$ cat src/rtl/router_pkg.sv
// Shared definitions for the router message slots: default address width,
// lane count, the slot FSM state encoding and the counter-width helper.
package router_pkg;

  localparam int ROUTER_ADDR_W = 4;
  localparam int ROUTER_LANES  = 7;

  typedef enum logic [2:0] {
    ST_IDLE    = 3'd0,
    ST_RX_ADDR = 3'd1,
    ST_RX_DATA = 3'd2,
    ST_RX_PAR  = 3'd3,
    ST_FULL    = 3'd4,
    ST_TX      = 3'd5
  } router_buf_state_t;

  // Bit counter width: one bit wider than needed to index the longer field.
  function automatic int router_cnt_w(input int a, input int b);
    int m;
    m = (a > b) ? a : b;
    return $clog2(m) + 1;
  endfunction

endpackage

$ cat src/rtl/router_msg_buffer_if.sv
// Signal bundle between one message slot, its inbound router wire, the
// identifier (request/grant) and the distributor (bit/addr).
//
// Handshakes:
//   - rx_valid qualifies rx_bit for one cycle. busy is the backpressure:
//     while busy is high the slot drops any rx_valid bit, so the upstream
//     link must hold off until busy falls.
//   - deliver_req is held high while a complete message is stored. sel is
//     the grant; while sel stays high the payload streams out on bit_out.
//     Dropping sel mid-stream aborts, and the next grant restarts at the MSB.
interface router_msg_buffer_if
  import router_pkg::*;
#(
  parameter int ADDR_W = ROUTER_ADDR_W
) ();

  logic              rx_valid;
  logic              rx_bit;
  logic              busy;
  logic              deliver_req;
  logic              sel;
  logic [ADDR_W-1:0] cell_addr;
  logic              bit_out;
  logic              done;
  logic              err;

  modport master (
    output rx_valid, rx_bit, sel,
    input  busy, deliver_req, cell_addr, bit_out, done, err
  );

  modport slave (
    input  rx_valid, rx_bit, sel,
    output busy, deliver_req, cell_addr, bit_out, done, err
  );

endinterface

$ cat src/rtl/router_shift_reg.sv
// MSB-first serial-in, parallel-out shift register with synchronous reset.
module router_shift_reg #(
  parameter int W = 8
) (
  input  logic         clk,
  input  logic         rst,
  input  logic         en,
  input  logic         din,
  output logic [W-1:0] q
);

  // Shift din in at the LSB end on each enabled cycle.
  always_ff @(posedge clk) begin
    if (rst) begin
      q <= '0;
    end else if (en) begin
      q <= (q << 1) | W'(din);
    end
  end

endmodule

$ cat src/rtl/router_msg_buffer.sv
// One inbound message slot of the router: receives start bit, cell address
// and payload serially, holds the message, and streams the payload to the
// distributor once the identifier grants delivery.
// Optional feature macro: ROUTER_PARITY_EN adds a trailing even-parity bit
// over address+payload; a mismatch pulses err and drops the message.
module router_msg_buffer
  import router_pkg::*;
#(
  parameter int ADDR_W = ROUTER_ADDR_W,
  parameter int DATA_W = 32
) (
  input  logic                 clk,
  input  logic                 rst,
  router_msg_buffer_if.slave   bus,
  output router_buf_state_t    state_dbg
);

  localparam int CNT_W = router_cnt_w(ADDR_W, DATA_W);
  localparam int IDX_W = (DATA_W > 1) ? $clog2(DATA_W) : 1;
  localparam logic [CNT_W-1:0] ADDR_LAST = CNT_W'(ADDR_W - 1);
  localparam logic [CNT_W-1:0] DATA_LAST = CNT_W'(DATA_W - 1);

  router_buf_state_t state_q, state_d;
  logic [CNT_W-1:0]  cnt_q, cnt_d;
  logic              addr_en, data_en;
  logic              done_c, err_c;
  logic [ADDR_W-1:0] addr_q;
  logic [DATA_W-1:0] data_q;
  logic [IDX_W-1:0]  tx_idx;

  router_shift_reg #(.W(ADDR_W)) u_addr_sr (
    .clk (clk),
    .rst (rst),
    .en  (addr_en),
    .din (bus.rx_bit),
    .q   (addr_q)
  );

  router_shift_reg #(.W(DATA_W)) u_data_sr (
    .clk (clk),
    .rst (rst),
    .en  (data_en),
    .din (bus.rx_bit),
    .q   (data_q)
  );

  // State and bit counter registers; reset discards any partial message.
  always_ff @(posedge clk) begin
    if (rst) begin
      state_q <= ST_IDLE;
      cnt_q   <= '0;
    end else begin
      state_q <= state_d;
      cnt_q   <= cnt_d;
    end
  end

  // Next-state, counter and shift-enable decode.
  always_comb begin
    state_d = state_q;
    cnt_d   = cnt_q;
    addr_en = 1'b0;
    data_en = 1'b0;
    done_c  = 1'b0;
    err_c   = 1'b0;
    case (state_q)
      ST_IDLE: begin
        cnt_d = '0;
        if (bus.rx_valid && bus.rx_bit) state_d = ST_RX_ADDR;
      end
      ST_RX_ADDR: begin
        if (bus.rx_valid) begin
          addr_en = 1'b1;
          if (cnt_q == ADDR_LAST) begin
            cnt_d   = '0;
            state_d = ST_RX_DATA;
          end else begin
            cnt_d = cnt_q + 1'b1;
          end
        end
      end
      ST_RX_DATA: begin
        if (bus.rx_valid) begin
          data_en = 1'b1;
          if (cnt_q == DATA_LAST) begin
            cnt_d = '0;
`ifdef ROUTER_PARITY_EN
            state_d = ST_RX_PAR;
`else
            state_d = ST_FULL;
`endif
          end else begin
            cnt_d = cnt_q + 1'b1;
          end
        end
      end
      ST_RX_PAR: begin
`ifdef ROUTER_PARITY_EN
        if (bus.rx_valid) begin
          if ((^{addr_q, data_q}) == bus.rx_bit) begin
            state_d = ST_FULL;
          end else begin
            err_c   = 1'b1;
            state_d = ST_IDLE;
          end
        end
`else
        state_d = ST_IDLE;
`endif
      end
      ST_FULL: begin
        cnt_d = '0;
        if (bus.sel) state_d = ST_TX;
      end
      ST_TX: begin
        if (!bus.sel) begin
          // Grant withdrawn: keep the payload, restart from the MSB later.
          state_d = ST_FULL;
          cnt_d   = '0;
        end else if (cnt_q == DATA_LAST) begin
          done_c  = 1'b1;
          state_d = ST_IDLE;
          cnt_d   = '0;
        end else begin
          cnt_d = cnt_q + 1'b1;
        end
      end
      default: begin
        state_d = ST_IDLE;
        cnt_d   = '0;
      end
    endcase
  end

  assign tx_idx          = IDX_W'(DATA_W - 1) - IDX_W'(cnt_q);
  assign bus.busy        = (state_q == ST_FULL) || (state_q == ST_TX);
  assign bus.deliver_req = (state_q == ST_FULL) || (state_q == ST_TX);
  assign bus.cell_addr   = addr_q;
  assign bus.bit_out     = (state_q == ST_TX) ? data_q[tx_idx] : 1'b0;
  assign bus.done        = done_c;
  assign bus.err         = err_c;
  assign state_dbg       = state_q;

endmodule

$ cat src/flat_wrapper.sv
// flat-port wrapper written by rule: the top's interface ports become plain ports
module router_msg_buffer_flat import router_pkg::*;
#(
  parameter int ADDR_W = ROUTER_ADDR_W,
  parameter int DATA_W = 32
)
  (clk, rst, state_dbg, bus_rx_valid, bus_rx_bit, bus_sel, bus_busy, bus_deliver_req, bus_cell_addr, bus_bit_out, bus_done, bus_err);
  router_msg_buffer_if #(.ADDR_W(ADDR_W)) bus_i ();
  input  logic clk;
  input  logic rst;
  output router_buf_state_t state_dbg;
  input wire logic [$bits(bus_i.rx_valid)-1:0] bus_rx_valid;
  input wire logic [$bits(bus_i.rx_bit)-1:0] bus_rx_bit;
  input wire logic [$bits(bus_i.sel)-1:0] bus_sel;
  output wire logic [$bits(bus_i.busy)-1:0] bus_busy;
  output wire logic [$bits(bus_i.deliver_req)-1:0] bus_deliver_req;
  output wire logic [$bits(bus_i.cell_addr)-1:0] bus_cell_addr;
  output wire logic [$bits(bus_i.bit_out)-1:0] bus_bit_out;
  output wire logic [$bits(bus_i.done)-1:0] bus_done;
  output wire logic [$bits(bus_i.err)-1:0] bus_err;
  assign bus_i.rx_valid = bus_rx_valid;
  assign bus_i.rx_bit = bus_rx_bit;
  assign bus_i.sel = bus_sel;
  assign bus_busy = bus_i.busy;
  assign bus_deliver_req = bus_i.deliver_req;
  assign bus_cell_addr = bus_i.cell_addr;
  assign bus_bit_out = bus_i.bit_out;
  assign bus_done = bus_i.done;
  assign bus_err = bus_i.err;
  router_msg_buffer #(.ADDR_W(ADDR_W), .DATA_W(DATA_W)) u_core (.clk(clk), .rst(rst), .bus(bus_i), .state_dbg(state_dbg));
endmodule
$ cat config.mk
export PLATFORM = sky130hd
export DESIGN_NAME = router_msg_buffer_flat
export DESIGN_NICKNAME = d
export VERILOG_FILES = /design/src/rtl/router_pkg.sv /design/src/rtl/router_msg_buffer_if.sv /design/src/rtl/router_shift_reg.sv /design/src/rtl/router_msg_buffer.sv /design/src/flat_wrapper.sv
export SDC_FILE = /design/constraint.sdc
export NUM_CORES = 1
export LEC_CHECK = 0
export ABC_AREA = 1
export BUFFER_PORTS_ARGS = -buffer_cell sky130_fd_sc_hd__buf_2
export CAP_MARGIN = 20
export CORE_UTILIZATION = 55
export DETAILED_ROUTE_END_ITERATION = 16
export PLACE_DENSITY = 0.82
export SLEW_MARGIN = 5
export SYNTH_ARGS = -nofsm -noshare
export SYNTH_HDL_FRONTEND = slang
export SYNTH_HIERARCHICAL = 1
export SYNTH_SLANG_ARGS = --single-unit
$ cat constraint.sdc
create_clock -name clk -period 1.6 [get_ports clk]
set_input_delay 0.24 -clock clk [delete_from_list [all_inputs] [get_ports clk]]
set_output_delay 0.24 -clock clk [all_outputs]
set_load 0.01 [all_outputs]
==> results of run 1 <==
## per-layer routing
| metal | global-route usage | up-vias | wire (um) | part of all wire |
|---|---|---|---|---|
| met5 | 0 | - | 0 | 0 |
| met4 | 0.0959 | 0 | 96 | 0.018 |
| met3 | 0.0387 | 10 | 202 | 0.037 |
| met2 | 0.407 | 56 | 2730 | 0.50 |
| met1 | 0.253 | 1093 | 2380 | 0.44 |
| li1 | - | 1200 | - | - |
## cell usage in the layout (no fill, tap or decap), drive strengths merged, types with 2 or more instances in the layout
| master | synthesis | layout |
|---|---|---|
| o22ai | 2 | 2 |
| nand3b | 2 | 2 |
| o21bai | 2 | 2 |
| xor2 | 2 | 2 |
| buf | 15 | 29 |
| clkinv | 0 | 2 |
| nand2 | 131 | 131 |
| inv | 50 | 50 |
| clkbuf | 3 | 6 |
| nor2 | 91 | 91 |
| nand3 | 21 | 21 |
| nor3 | 2 | 2 |
| dfxtp | 45 | 45 |
| a21oi | 14 | 14 |
| o21ai | 6 | 6 |
## Yosys cell counts, drive strengths merged
library cell and number:
ha 1, conb 1, clkbuf 3, o21ai 6, nand3b 2, xor2 2
nor4 1, dfxtp 45, buf 15, inv 50, o22ai 2, o21bai 2
nor3 2, nand3 21, nor2 91, a21oi 14, nand2 131, o211a 1
## worst max-delay path by stage
| stage | from | end | slack (ns) | depth (start not counted) |
|---|---|---|---|---|
| 2_1_floorplan | u_core/cnt_q[0]$_SDFFE_PP0P_ | bus_bit_out | 0.12 | 8 |
| 3_3_place_gp | u_core/cnt_q[0]$_SDFFE_PP0P_ | bus_bit_out | 0.1 | 10 |
| 3_5_place_dp | u_core/cnt_q[1]$_SDFFE_PP0P_ | u_core/state_dbg[1]$_SDFFE_PP0P_ | 0.03 | 8 |
| 4_1_cts | u_core/cnt_q[0]$_SDFFE_PP0P_ | bus_bit_out | -0.16 | 7 |
| 5_1_grt | u_core/cnt_q[0]$_SDFFE_PP0P_ | bus_bit_out | -0.28 | 10 |
| 6_report | u_core/cnt_q[0]$_SDFFE_PP0P_ | bus_bit_out | -0.19 | 8 |
## through the flow
step	cells	cell area (um2)
global route	476	3010
floorplan	390	2740
global placement	466	2810
CTS	475	2970
detailed placement	466	2810
finish	476	3010
## power by group through the flow
| stage | sequential [uW] | clock (uW) | combinational [uW] |
|---|---|---|---|
| after floorplan | 1510 | 0 | 1300 |
| after global placement | 1560 | 0 | 1450 |
| after detailed placement | 1570 | 0 | 1510 |
| after CTS | 1570 | 704 | 1570 |
| after global routing | 1610 | 739 | 1800 |
| final | 1570 | 684 | 1620 |
## registers in the layout, summed over array words and instances (netlist names)
| name | count |
|---|---|
| u_core/cnt_q | 6 |
| u_core/u_addr_sr/q | 4 |
| u_core/state_dbg | 3 |
| u_core/u_data_sr/q | 32 |
## layout make-up
class / count / share of cell area
clock buffer: 6 / 0.0241
sequential: 45 / 0.301
clock inverter: 2 / 0.00333
timing repair buffer: 29 / 0.0707
multi-input combinational: 277 / 0.508
inverter: 50 / 0.0648
tap: 67 / 0.0278
## cells by family after synthesis
logic type / Yosys count / synth area share
flip-flops: 45 / 0.329
adder cells (fa/ha/maj): 1 / 0.00457
XOR/XNOR: 2 / 0.00639
AO/OA/AOI/OAI: 25 / 0.0552
AND/OR/NAND/NOR: 248 / 0.458
other: 1 / 0.00137
buffers and inverters: 68 / 0.146
## worst reg2reg max path: stages, from the launching register on
cell and delay (ns):
dfxtp_4 0.41, buf_4 0.14, ha_4 0.14, nand3_1 0.09
o21ai_1 0.29, nand2_4 0.12, nor2_4 0.15, inv_2 0.05
nor2_1 0.09, nor2_1 0.05
## what timing repair did
action	in CTS	in global routing
pin swaps	12	4
cloned	1	0
buffers inserted	0	1
endpoints found under the setup margin	2	5
gates resized for setup	23	7
==> out/results.txt, run 1 <==
status -> finished, violations left
failing checks -> negative setup slack
proportion of netlist area held by the largest area contributor -> 0.329
Fmax -> 557 MHz
WHS Endpoint -> u_core/cnt_q[3]$_SDFFE_PP0P_
Syn. warnings -> 6
Crit path arrival time -> 1.55 ns
count of antenna diodes in the layout -> 0
Layout Skew -> 0.00501 ns
Synth area leaders -> dfxtp_1, nand2_2, nand2_1, nor2_2, nor2_1
max-slew violation count -> 0
clock period minus worst slack -> 1.79 ns
clock tree buffer depth -> 2
worst skew pair latency -> 0.30 ns
Congestion Overflow GR -> 0
antenna violations before repair -> 0
RD Place Congestion -> 0.871
final worst setup slack -> -0.194 ns
IO Pins -> 17
Logic pwr share -> 0.417
share of total power in sequential cells -> 0.406
RR Endpoint -> u_core/state_dbg[1]$_SDFFE_PP0P_
CTS tree -> built
initial DRC count -> 155
Via Count -> 2359
Buf/Inv on CP -> 2
Hold Crit Start -> rst
peak supply drop -> 876 uV
CP max-delay cell -> dfxtp_4
first drt pass iteration count -> 4
initial core utilization -> 0.576
Root Buffer -> clkbuf_8
Worst path top cell family by delay -> flip-flops
Mapped Cells -> 390
Slowest Stage Delay on Critical Path -> 0.41 ns
max-cap viol count -> 0
Layout area overhead -> 9.86%
post-DP HPWL -> 3830 um
dpl ws -> 0.0280 ns
Die Width -> 72.6 um
wire per inst -> 11.4 um
worst r2r path cells -> 9
# setup viols final -> 5
Final Hold Viols -> 0
Power, Total -> 3880 uW
first-pass GRT wire length -> 9190 um
Syn Nets -> 396
Die H -> 72.6 um
Die Footprint -> 5270 um2
Seq/Total Area, Yosys -> 0.329
unrepaired setup endpoints after global routing -> yes
final-stage net count -> 414
cell taking the most area after synthesis -> dfxtp_1
clock group share of total power -> 0.177
setup TNS -> -0.408 ns
largest net degree at the start of global routing -> 57
Seq cells post-synth -> 45
clock slew at reported path FFs -> 0.08 ns
hold_buf cts -> 0
layout cell share with drive strength beyond 1 -> 0.421
Worst Setup Start Kind -> flip-flop
WP data required -> 1.36 ns
final wirelength -> 5410 um
GRT Util Overall -> 0.223
Power Dens Cells -> 1290 nW/um2
DRC -> 0
Final Cycle Share -> 1.12
CORE AREA -> 4750 um2
FP Rows -> 25
Worst Hold Class -> in -> reg
Hold Path Depth -> 2
Util after Layout -> 0.633
CTS Buf Count -> 5
IO Port Bufs -> 15
H-tree depth -> 2
crit-path max FO -> 6
worst r2r src -> u_core/cnt_q[0]$_SDFFE_PP0P_
internal power -> 2290 uW
Syn Std Cell Area -> 2740 um2
Final ANT Viol Nets -> 0
CP Class -> reg -> out
Layout fillers -> 433
leakage -> 0.00117 uW
vias in the first global route -> 2227
multi-input logic area -> 1530 um2
Distinct cells, synth -> 32
syn_area_per_cell -> 7.03 um2
Sw Share -> 0.409
CP endpoint kind -> output port
Vias/cell -> 4.96
# clock sinks -> 45
Reg area -> 906 um2
critical path cell sequence -> buf_6 > nand2_1 > a21oi_2 > nor2_1 > nand2_1 > nand3_2 > a21oi_2 > buf_2
NetSw -> 1580 uW
WHS -> 0.216 ns
flop-to-flop setup slack -> -0.03 ns
(Power assumes the default switching activity.)
==> inputs of run 2 (changes only) <==
--- a/config.mk
+++ b/config.mk
@@ -8,6 +8,7 @@
 export ABC_AREA = 1
 export BUFFER_PORTS_ARGS = -buffer_cell sky130_fd_sc_hd__buf_2
 export CAP_MARGIN = 20
+export CORE_MARGIN = 2
 export CORE_UTILIZATION = 55
 export DETAILED_ROUTE_END_ITERATION = 16
 export PLACE_DENSITY = 0.82
==> out/results.txt, run 2 (same netlist as run 1, synthesis figures left out) <==
first drt pass iteration count -> 4
biggest regs -> u_core/u_data_sr/q x32, u_core/cnt_q x6, u_core/u_addr_sr/q x4
initial core utilization -> 0.576
final wirelength -> 5240 um
Reg area -> 906 um2
first-pass GRT wire length -> 8800 um
max reg flops -> 32
Fmax -> 561 MHz
DRC -> 0
unrepaired setup endpoints after global routing -> yes
antenna violations before repair -> 0
Cells after DPL -> 465
Die Width -> 74.6 um
final-stage net count -> 414
largest net degree at the start of global routing -> 51
Die Footprint -> 5560 um2
Worst path top cell family by delay -> simple AND/OR/NAND/NOR gates
Slowest Stage Delay on Critical Path -> 0.40 ns
most common cell after layout, fill and taps aside -> nand2_1
Layout area overhead -> 11.4%
Buf/Inv on CP -> 2
Final ANT Viol Nets -> 0
Die H -> 74.6 um
worst skew pair latency -> 0.30 ns
max-slew violation count -> 0
Worst Setup Start Kind -> flip-flop
Final Cycle Share -> 1.11
Most flops, register -> u_core/u_data_sr/q
H-tree depth -> 2
max-cap viol count -> 0
vias in the first global route -> 2050
Final Hold Viols -> 0
CP endpoint kind -> output port
multi-input logic area -> 1520 um2
# clock sinks -> 45
RD Place Congestion -> 0.886
clock slew at reported path FFs -> 0.09 ns
clock tree buffer depth -> 2
status -> finished, violations left
Congestion Overflow GR -> 0
Via Count -> 2293
Crit path arrival time -> 1.54 ns
count of antenna diodes in the layout -> 0
Non-Filler Instances -> 476
# setup viols final -> 2
Power Dens Cells -> 1370 nW/um2
CTS Buf Count -> 5
IO Port Bufs -> 15
crit-path max FO -> 4
WHS -> 0.217 ns
most frequent cells in the layout -> nand2_1, nand2_2, nor2_1
failing checks -> negative setup slack
layout cell share with drive strength beyond 1 -> 0.413
initial DRC count -> 187
leakage -> 0.00117 uW
design area -> 3050 um2
FP Rows -> 25
final worst setup slack -> -0.182 ns
CP max-delay cell -> dfxtp_1
CP Class -> reg -> out
setup TNS -> -0.322 ns
Layout fillers -> 423
peak supply drop -> 810 uV
Root Buffer -> clkbuf_8
critical path cell sequence -> inv_2 > nor2_2 > nand2_1 > nand2_1 > nor2_1 > nand2_1 > nand3_1 > a21oi_2 > buf_2
GRT Util Overall -> 0.204
IO Pins -> 17
wire per inst -> 11.0 um
post-DP HPWL -> 3600 um
CTS tree -> built
CORE AREA -> 4750 um2
most used cell, CP -> nand2_1
WP data required -> 1.36 ns
Util after Layout -> 0.642
DP Area -> 2800 um2
Worst Hold Class -> in -> reg
clock period minus worst slack -> 1.78 ns
Vias/cell -> 4.82
Layout Skew -> 0.0102 ns
[run 2: path summary, 6_finish.rpt]
path / start / endpoint / cells past startpoint / slack [ns]
worst min-delay path: rst / u_core/cnt_q[3]$_SDFFE_PP0P_ / 2 / 0.22
worst min register to register: u_core/u_data_sr/q[0]$_SDFFE_PP0P_ / u_core/u_data_sr/q[0]$_SDFFE_PP0P_ / 2 / 0.49
worst max register to register: u_core/cnt_q[0]$_SDFFE_PP0P_ / u_core/state_dbg[1]$_SDFFE_PP0P_ / 11 / 0.04
worst max-delay path: u_core/cnt_q[2]$_SDFFE_PP0P_ / bus_bit_out / 9 / -0.18
[run 2: layer usage]
metal  routed length, um  global-route usage
met5                   0                   0
met1                2350               0.246
met2                2600               0.358
met3                 191              0.0488
met4                  94              0.0675
[run 2: stage by stage]
stage / total power [uW] / setup WS (ns)
global route: 4450 / -0.260
finish: 4180 / -0.182
CTS: 4130 / -0.165
floorplan: 2810 / 0.124
detailed placement: 3050 / 0.0771
global placement: 3000 / 0.102
[run 2: layout make-up]
cell class,instances,area share
inverter,50,0.0631
clock buffer,5,0.0225
sequential,45,0.297
clock inverter,3,0.0213
multi-input combinational,277,0.498
timing repair buffer,29,0.0709
tap,67,0.0275
[run 2: repair_timing]
item,CTS,global route
pin swaps,1,3
cloned,1,0
setup endpoints to repair,2,8
hold buffers,0,0
gates resized for setup,18,9
buffers inserted,1,1
[run 2: report_power, final]
part           leakage (uW)  internal (uW)  switching [uW]  total, uW
logic              0.000733            649             950       1600
registers          0.000367           1330             232       1570
clock network     0.0000681            621             396       1020
